### src/rtl/vfpu_source_ctrl_pkg.sv
// Shared types and helpers for the vector-FPU source sequencer.
package vfpu_ctrl_package;

    localparam int unsigned VFPU_DATA_WIDTH = 32;
    localparam int unsigned BYTES_PER_WORD  = VFPU_DATA_WIDTH / 8;

    typedef enum logic [2:0] {
        IDLE     = 3'd0,
        WAIT_RDY = 3'd1,
        ISSUE    = 3'd2,
        RUN      = 3'd3,
        DONE     = 3'd4
    } vfpu_src_state_t;

    // Size of the next chunk: whatever is left, capped at the burst limit.
    function automatic int unsigned burst_words(input int unsigned remaining,
                                                input int unsigned max_burst);
        int unsigned words;
        if (remaining < max_burst) begin
            words = remaining;
        end else begin
            words = max_burst;
        end
        return words;
    endfunction

endpackage

### src/rtl/vfpu_done_collector.sv
// Sticky per-operand chunk-done tracker with all-done and duplicate-done detection.
module vfpu_done_collector
#(
    parameter int unsigned NB_OPERANDS = 2
)
(
    input  logic                   clk,
    input  logic                   rst,
    input  logic                   clear,
    input  logic                   en,
    input  logic [NB_OPERANDS-1:0] done_in,
    output logic                   all_done,
    output logic                   dup_err
);

    logic [NB_OPERANDS-1:0] seen_r;

    // A done arriving in the same cycle as the last missing one still completes the chunk.
    always_comb begin
        all_done = en && (&(seen_r | done_in));
        dup_err  = en && (|(seen_r & done_in));
    end

    // Accumulate dones while enabled; drop them once the chunk completes.
    always_ff @(posedge clk) begin
        if (rst || clear) begin
            seen_r <= '0;
        end else if (all_done) begin
            seen_r <= '0;
        end else if (en) begin
            seen_r <= seen_r | done_in;
        end else begin
            seen_r <= seen_r;
        end
    end

endmodule

### src/rtl/vfpu_source_ctrl.sv
// Splits one vector job into bursts and issues them in lock-step to all operand sources.
module vfpu_source_ctrl
    import vfpu_ctrl_package::*;
#(
    parameter int unsigned NB_OPERANDS = 2,
    parameter int unsigned DATA_WIDTH  = VFPU_DATA_WIDTH,
    parameter int unsigned ADDR_WIDTH  = 32,
    parameter int unsigned LEN_WIDTH   = 16,
    parameter int unsigned MAX_BURST   = 16
)
(
    input  logic                                  clk_i,
    input  logic                                  rst_i,
    input  logic                                  clear_i,
    input  logic                                  start_i,
    input  logic [NB_OPERANDS-1:0][ADDR_WIDTH-1:0] base_addr_i,
    input  logic [LEN_WIDTH-1:0]                  total_len_i,
    output logic                                  busy_o,
    output logic                                  done_o,
    output logic                                  err_o,
    output logic [LEN_WIDTH-1:0]                  chunk_cnt_o,
    output logic [NB_OPERANDS-1:0]                src_req_start_o,
    output logic [NB_OPERANDS-1:0][ADDR_WIDTH-1:0] src_base_addr_o,
    output logic [LEN_WIDTH-1:0]                  src_trans_size_o,
    input  logic [NB_OPERANDS-1:0]                src_ready_start_i,
    input  logic [NB_OPERANDS-1:0]                src_done_i
);

    localparam int unsigned STEP = DATA_WIDTH / 8;

    vfpu_src_state_t                       state_r;
    logic [NB_OPERANDS-1:0][ADDR_WIDTH-1:0] addr_r;
    logic [NB_OPERANDS-1:0][ADDR_WIDTH-1:0] src_addr_r;
    logic [LEN_WIDTH-1:0]                  remaining_r;
    logic [LEN_WIDTH-1:0]                  size_r;
    logic [LEN_WIDTH-1:0]                  chunk_cnt_r;
    logic [NB_OPERANDS-1:0]                req_r;
    logic                                  busy_r;
    logic                                  done_r;
    logic                                  err_r;

    logic                                  run_s;
    logic                                  all_done_s;
    logic                                  dup_err_s;
    logic                                  err_evt_s;
    logic                                  err_next_s;
    logic [ADDR_WIDTH-1:0]                 addr_step_s;

    vfpu_done_collector #(
        .NB_OPERANDS (NB_OPERANDS)
    ) u_done_collector (
        .clk      (clk_i),
        .rst      (rst_i),
        .clear    (clear_i),
        .en       (run_s),
        .done_in  (src_done_i),
        .all_done (all_done_s),
        .dup_err  (dup_err_s)
    );

    // Protocol error sources; an accepted start wipes the old flag but not a same-cycle event.
    always_comb begin
        run_s       = (state_r == RUN);
        addr_step_s = ADDR_WIDTH'(size_r) * ADDR_WIDTH'(STEP);
        if (run_s) begin
            err_evt_s = dup_err_s;
        end else begin
            err_evt_s = |src_done_i;
        end
        if ((state_r == IDLE) && start_i) begin
            err_next_s = err_evt_s;
        end else begin
            err_next_s = err_r | err_evt_s;
        end
    end

    // Job sequencer; every output is a register written here.
    always_ff @(posedge clk_i) begin
        if (rst_i || clear_i) begin
            state_r     <= IDLE;
            addr_r      <= '0;
            src_addr_r  <= '0;
            remaining_r <= '0;
            size_r      <= '0;
            chunk_cnt_r <= '0;
            req_r       <= '0;
            busy_r      <= 1'b0;
            done_r      <= 1'b0;
            err_r       <= 1'b0;
        end else begin
            req_r <= '0;
            err_r <= err_next_s;
            case (state_r)
                IDLE: begin
                    if (start_i) begin
                        addr_r      <= base_addr_i;
                        remaining_r <= total_len_i;
                        chunk_cnt_r <= '0;
                        busy_r      <= 1'b1;
                        if (total_len_i == '0) begin
                            state_r <= DONE;
                            done_r  <= 1'b1;
                        end else begin
                            state_r <= WAIT_RDY;
                        end
                    end
                end
                WAIT_RDY: begin
                    if (&src_ready_start_i) begin
                        state_r    <= ISSUE;
                        req_r      <= '1;
                        src_addr_r <= addr_r;
                        size_r     <= LEN_WIDTH'(burst_words(32'(remaining_r), MAX_BURST));
                    end
                end
                ISSUE: begin
                    state_r <= RUN;
                end
                RUN: begin
                    if (all_done_s) begin
                        remaining_r <= remaining_r - size_r;
                        chunk_cnt_r <= chunk_cnt_r + LEN_WIDTH'(1);
                        for (int i = 0; i < int'(NB_OPERANDS); i++) begin
                            addr_r[i] <= addr_r[i] + addr_step_s;
                        end
                        if (remaining_r == size_r) begin
                            state_r <= DONE;
                            done_r  <= 1'b1;
                        end else begin
                            state_r <= WAIT_RDY;
                        end
                    end
                end
                DONE: begin
                    state_r    <= IDLE;
                    done_r     <= 1'b0;
                    busy_r     <= 1'b0;
                    src_addr_r <= '0;
                    size_r     <= '0;
                end
                default: begin
                    state_r <= IDLE;
                    done_r  <= 1'b0;
                    busy_r  <= 1'b0;
                end
            endcase
        end
    end

    assign busy_o           = busy_r;
    assign done_o           = done_r;
    assign err_o            = err_r;
    assign chunk_cnt_o      = chunk_cnt_r;
    assign src_req_start_o  = req_r;
    assign src_base_addr_o  = src_addr_r;
    assign src_trans_size_o = size_r;

endmodule

### config.mk
export PLATFORM = sky130hd
export DESIGN_NAME = vfpu_source_ctrl
export DESIGN_NICKNAME = d
export VERILOG_FILES = /design/src/rtl/vfpu_source_ctrl_pkg.sv /design/src/rtl/vfpu_done_collector.sv /design/src/rtl/vfpu_source_ctrl.sv
export SDC_FILE = /design/constraint.sdc
export NUM_CORES = 1
export LEC_CHECK = 0
export CAP_MARGIN = 0
export CORE_AREA = 2 2 145 147
export CTS_BUF_LIST = sky130_fd_sc_hd__clkbuf_8
export DETAILED_ROUTE_END_ITERATION = 8
export DIE_AREA = 0 0 147 149
export HOLD_SLACK_MARGIN = 0.02
export PLACE_DENSITY = 0.79
export SYNTH_ARGS = -nofsm -noshare
export SYNTH_HDL_FRONTEND = slang
export SYNTH_SLANG_ARGS = --single-unit
export TNS_END_PERCENT = 5
### constraint.sdc
create_clock -name clk_i -period 4.5 [get_ports clk_i]
set_clock_uncertainty 0.15 [all_clocks]
set_input_delay 0.45 -clock clk_i [delete_from_list [all_inputs] [get_ports clk_i]]
set_output_delay 0.45 -clock clk_i [all_outputs]
set_load 0.005 [all_outputs]
==> report_table.html <==
<table>
<tr><th>Metric</th><th>Value</th></tr>
<tr><th colspan="2">Status</th></tr>
<tr><td>Status</td><td>finished clean</td></tr>
<tr><th colspan="2">Place</th></tr>
<tr><td>Number of port buffers</td><td>188</td></tr>
<tr><td>Worst slack, placed</td><td>1.16 ns</td></tr>
<tr><td>Detailed placement HPWL</td><td>22200 um</td></tr>
<tr><td>Placement-stage cell area</td><td>0.0121 sq mm</td></tr>
<tr><td>Placer Congestion</td><td>~0.94</td></tr>
<tr><th colspan="2">Clock tree</th></tr>
<tr><td>Clock Pin Slew Worst Setup and Hold Paths</td><td>0.11 ns</td></tr>
<tr><td>CTS max path bufs</td><td>2</td></tr>
<tr><td>Setup Fix Bufs, Post-CTS</td><td>0</td></tr>
<tr><td>Resize count post-CTS</td><td>0</td></tr>
<tr><td>Number of hold buffers added after CTS</td><td>0</td></tr>
<tr><td>Total clock buffers created by CTS</td><td>17</td></tr>
<tr><td>Clk sinks</td><td>185</td></tr>
<tr><td>CTS Root Cell</td><td>sky130_fd_sc_hd__clkbuf_8</td></tr>
<tr><td>Clock tree from TritonCTS</td><td>yes</td></tr>
<tr><td>H-tree level count</td><td>4</td></tr>
<tr><td>Clock insertion delay at the later pin of the skew report</td><td>between 0.4 and 0.5 ns</td></tr>
<tr><th colspan="2">Timing</th></tr>
<tr><td>Worst Tran Pin Value</td><td>0.864 ns</td></tr>
<tr><td>Total negative setup slack</td><td>0 ns</td></tr>
<tr><td>Period utilisation layout</td><td>72.8%</td></tr>
<tr><td>Hold Fails Final Rpt</td><td>0</td></tr>
<tr><td>Max-Slew Margin vs Limit</td><td>42.3%</td></tr>
<tr><td>Number of failing setup endpoints in the final timing report</td><td>0</td></tr>
<tr><td>Worst setup margin</td><td>between 1 and 1.5 ns</td></tr>
<tr><td>Time the worst path needs with I/O delays and setup</td><td>3.28 ns</td></tr>
<tr><td>Unrepaired setup endpoints after global routing</td><td>false</td></tr>
<tr><td>Peak clock frequency supported by timing</td><td>0.305 GHz</td></tr>
<tr><td>Number of pins exceeding their max-slew limit in the final report</td><td>0</td></tr>
<tr><th colspan="2">Global routing</th></tr>
<tr><td>Remaining Overflow, GRT</td><td>0</td></tr>
<tr><td>Overall track demand over capacity in global routing</td><td>28.4%</td></tr>
<tr><td>Antenna violations before repair</td><td>0</td></tr>
<tr><td>Number of global-route vias before repair</td><td>9407</td></tr>
<tr><td>Pin count of the biggest net entering global routing</td><td>around 70</td></tr>
<tr><td>Wire length of the first global-routing pass</td><td>50100 um</td></tr>
<tr><th colspan="2">Synthesis</th></tr>
<tr><td>Synthesis-stage register bit count</td><td>approximately 190</td></tr>
<tr><td>Area share of the largest cell type after synthesis</td><td>36.8%</td></tr>
<tr><td>Yosys cell types</td><td>76</td></tr>
<tr><td>FFs w/ async S/R, synth</td><td>0%</td></tr>
<tr><td>Sequential-to-total area share from yosys stat</td><td>36.8%</td></tr>
<tr><td>Primary flip-flop cell chosen by synthesis mapping</td><td>sky130_fd_sc_hd__dfxtp_1</td></tr>
<tr><td>EDFF count, synth</td><td>0</td></tr>
<tr><td>Cell area after synthesis</td><td>0.0101 sq mm</td></tr>
<tr><td>Syn_nets</td><td>1360</td></tr>
<tr><td>Top cells by area in the synthesized netlist</td><td>sky130_fd_sc_hd__dfxtp_1, sky130_fd_sc_hd__ha_1, sky130_fd_sc_hd__a22o_1</td></tr>
<tr><td>Count of synthesis-stage warnings from yosys</td><td>0</td></tr>
<tr><td>Post-Syn Instances</td><td>1221</td></tr>
<tr><td>Average cell area after synthesis</td><td>8.25 sq um</td></tr>
<tr><td>Synth area leader</td><td>sky130_fd_sc_hd__dfxtp_1</td></tr>
<tr><td>Most common cell in the synthesized netlist</td><td>sky130_fd_sc_hd__dfxtp_1</td></tr>
<tr><td>Ranking of synthesized cells by instance count</td><td>sky130_fd_sc_hd__dfxtp_1, sky130_fd_sc_hd__nand2_1, sky130_fd_sc_hd__nor2_1</td></tr>
<tr><th colspan="2">Layout</th></tr>
<tr><td>Area of combinational cells with multiple inputs</td><td>0.00595 sq mm</td></tr>
<tr><td>Area growth syn-to-layout</td><td>24.1%</td></tr>
<tr><td>Post-route cell area</td><td>0.0125 sq mm</td></tr>
<tr><td>Fraction of final layout cells sized beyond drive strength 1</td><td>under 10%</td></tr>
<tr><td>Filler cell count in the final layout</td><td>1786</td></tr>
<tr><td>NumNets Final</td><td>between 1500 and 2000</td></tr>
<tr><td>FF+latch area</td><td>0.00370 sq mm</td></tr>
<tr><td>Ant. Diodes</td><td>0</td></tr>
<tr><th colspan="2">Power</th></tr>
<tr><td>Leakage power of the design</td><td>4.71 nW</td></tr>
<tr><td>Seq pwr share</td><td>51.3%</td></tr>
<tr><td>Switching share of total power</td><td>29.9%</td></tr>
<tr><td>Combinational share of power</td><td>14.9%</td></tr>
<tr><td>Switch Pwr</td><td>between 1 and 1.5 mW</td></tr>
<tr><td>Total power divided by cell area</td><td>269 mW/mm^2</td></tr>
<tr><td>Internal power</td><td>2.35 mW</td></tr>
<tr><td>Relative contribution of the clock network to total power</td><td>33.9%</td></tr>
<tr><td>Peak supply drop</td><td>206 uV</td></tr>
<tr><th colspan="2">Die</th></tr>
<tr><td>Count of standard-cell rows</td><td>53</td></tr>
<tr><td>Chip Height</td><td>149 um</td></tr>
<tr><td>Total Die Area</td><td>roughly 0.022 sq mm</td></tr>
<tr><td>Floorplan die width</td><td>147 um</td></tr>
<tr><td>Starting density of the core</td><td>49.0%</td></tr>
<tr><td>Io pins</td><td>189</td></tr>
<tr><td>Core Region</td><td>0.0206 sq mm</td></tr>
<tr><th colspan="2">Drt</th></tr>
<tr><td>Number of vias after detailed routing</td><td>10300</td></tr>
<tr><td>Antenna viol nets, final</td><td>0</td></tr>
<tr><td>Drc violations</td><td>0</td></tr>
<tr><td>Detailed Route WL</td><td>roughly 32000 um</td></tr>
<tr><td>Drt first pass iters</td><td>6</td></tr>
<tr><td>Per-cell routed wire length</td><td>19.2 um</td></tr>
<tr><td>Violation count after the first detailed-route iteration</td><td>990</td></tr>
<tr><td>Vias per std cell</td><td>6.22</td></tr>
<tr><th colspan="2">Setup path</th></tr>
<tr><td>Slowest stage delay, CP</td><td>0.55 ns</td></tr>
<tr><td>Category of the worst setup path launch point</td><td>flop</td></tr>
<tr><td>CP required</td><td>~4.7 ns</td></tr>
<tr><td>Critical path cell sequence</td><td>inv_1 -&gt; fa_1 -&gt; nor2b_1 -&gt; o21ai_2 -&gt; a21boi_1 -&gt; or4_1 -&gt; and2_4 -&gt; a31oi_2 -&gt; o311ai_0 -&gt; a21oi_1</td></tr>
<tr><td>Kind of end point of the critical path</td><td>flop</td></tr>
<tr><td>Critical Path Slowest Stage Cell</td><td>sky130_fd_sc_hd__dfxtp_1</td></tr>
<tr><td>Maximum fanout encountered on the critical timing path</td><td>7</td></tr>
<tr><td>Critical path class</td><td>flop to flop</td></tr>
<tr><td>Arrival time worst endpoint</td><td>3.47 ns</td></tr>
<tr><th colspan="2">Hold path</th></tr>
<tr><td>Class of the worst hold path</td><td>flop to flop</td></tr>
<tr><th colspan="2">Job</th></tr>
<tr><td>Max-cap violations</td><td>0</td></tr>
</table>
-- power groups by stage --
stage	Combinational [mW]	Sequential (mW)	Clock, mW
finish	0.500	1.72	1.14
global route	0.549	1.73	1.21
CTS	0.491	1.72	1.14
detailed placement	0.486	1.76	0
global placement	0.478	1.76	0
floorplan	0.320	1.74	0
-- cells in the final DEF (no fill, tap or decap), drive strengths merged, types with 37 or more instances in the layout --
master	instances
a22o	60
a21oi	86
dfxtp	185
inv	37
o21ai	57
nand2	140
nor3	45
ha	48
nor2	106
clkdlybuf4s50	188
-- final cells by class --
type / instances / area share [%]
flip-flops and latches: 185 / 29.6
inverters: 27 / 0.811
well taps: 275 / 2.75
repair buffers: 204 / 16.1
multi-input cells: 929 / 47.6
clock inverters: 14 / 1.21
clock buffers: 17 / 1.87
-- cells by family (layout without fill, tap and decap cells) --
kind of cell / Yosys count / in the layout / synth area share, %
AND/OR/NAND/NOR: 441 / 441 / 21.0
AO/OA/AOI/OAI: 379 / 379 / 26.1
flip-flops: 185 / 185 / 36.8
buffers and inverters: 107 / 262 / 4.33
adder cells (fa/ha/maj): 51 / 51 / 6.56
XOR/XNOR: 45 / 45 / 3.91
multiplexers: 13 / 13 / 1.29
-- metal layers --
layer	global-route usage [%]	vias up	wire length [um]
met1	39.8	4777	13800
met5	0	-	0
met4	13.0	0	1340
met2	43.5	570	13900
li1	-	4812	-
met3	4.37	110	2640
-- per-stage QoR --
step	power [mW]	hold slack, ns	cells	util (%)
2_1_floorplan	2.06	0.286	1221	-
3_3_place_gp	2.24	0.293	1620	58.9
3_5_place_dp	2.25	0.307	1620	58.9
4_1_cts	3.35	0.322	1651	60.8
5_1_grt	3.48	0.345	1651	60.8
6_report	3.36	0.315	1651	60.8
-- critical path: cells and delay by family (launching register included) --
| kind | cells | cell delay [ns] |
|---|---|---|
| AND/OR/NAND/NOR | 3 | 0.61 |
| flip-flops | 1 | 0.55 |
| buffers and inverters | 1 | 0.14 |
| adder cells (fa/ha/maj) | 1 | 0.45 |
| AO/OA/AOI/OAI | 5 | 1.22 |
-- worst paths after layout --
path / cells after the start / endpoint / slack (ns) / from
min reg2reg: 2 / addr_r[33] / 0.32 / addr_r[33]
max: 10 / addr_r[28] / 1.22 / src_trans_size_o[1]
min: 2 / addr_r[33] / 0.32 / addr_r[33]
max reg2reg: 10 / addr_r[28] / 1.22 / src_trans_size_o[1]
-- sequential cells by signal (all words and copies together), names as in the netlist --
register                 cells
src_req_start_o              1
u_done_collector.seen_r      2
addr_r                      64
src_base_addr_o             64
state_r                      3
src_trans_size_o            16
remaining_r                 16
busy_o                       1
done_o                       1
err_o                        1
chunk_cnt_o                 16
Note: power is estimated with default switching activity, not from simulation.
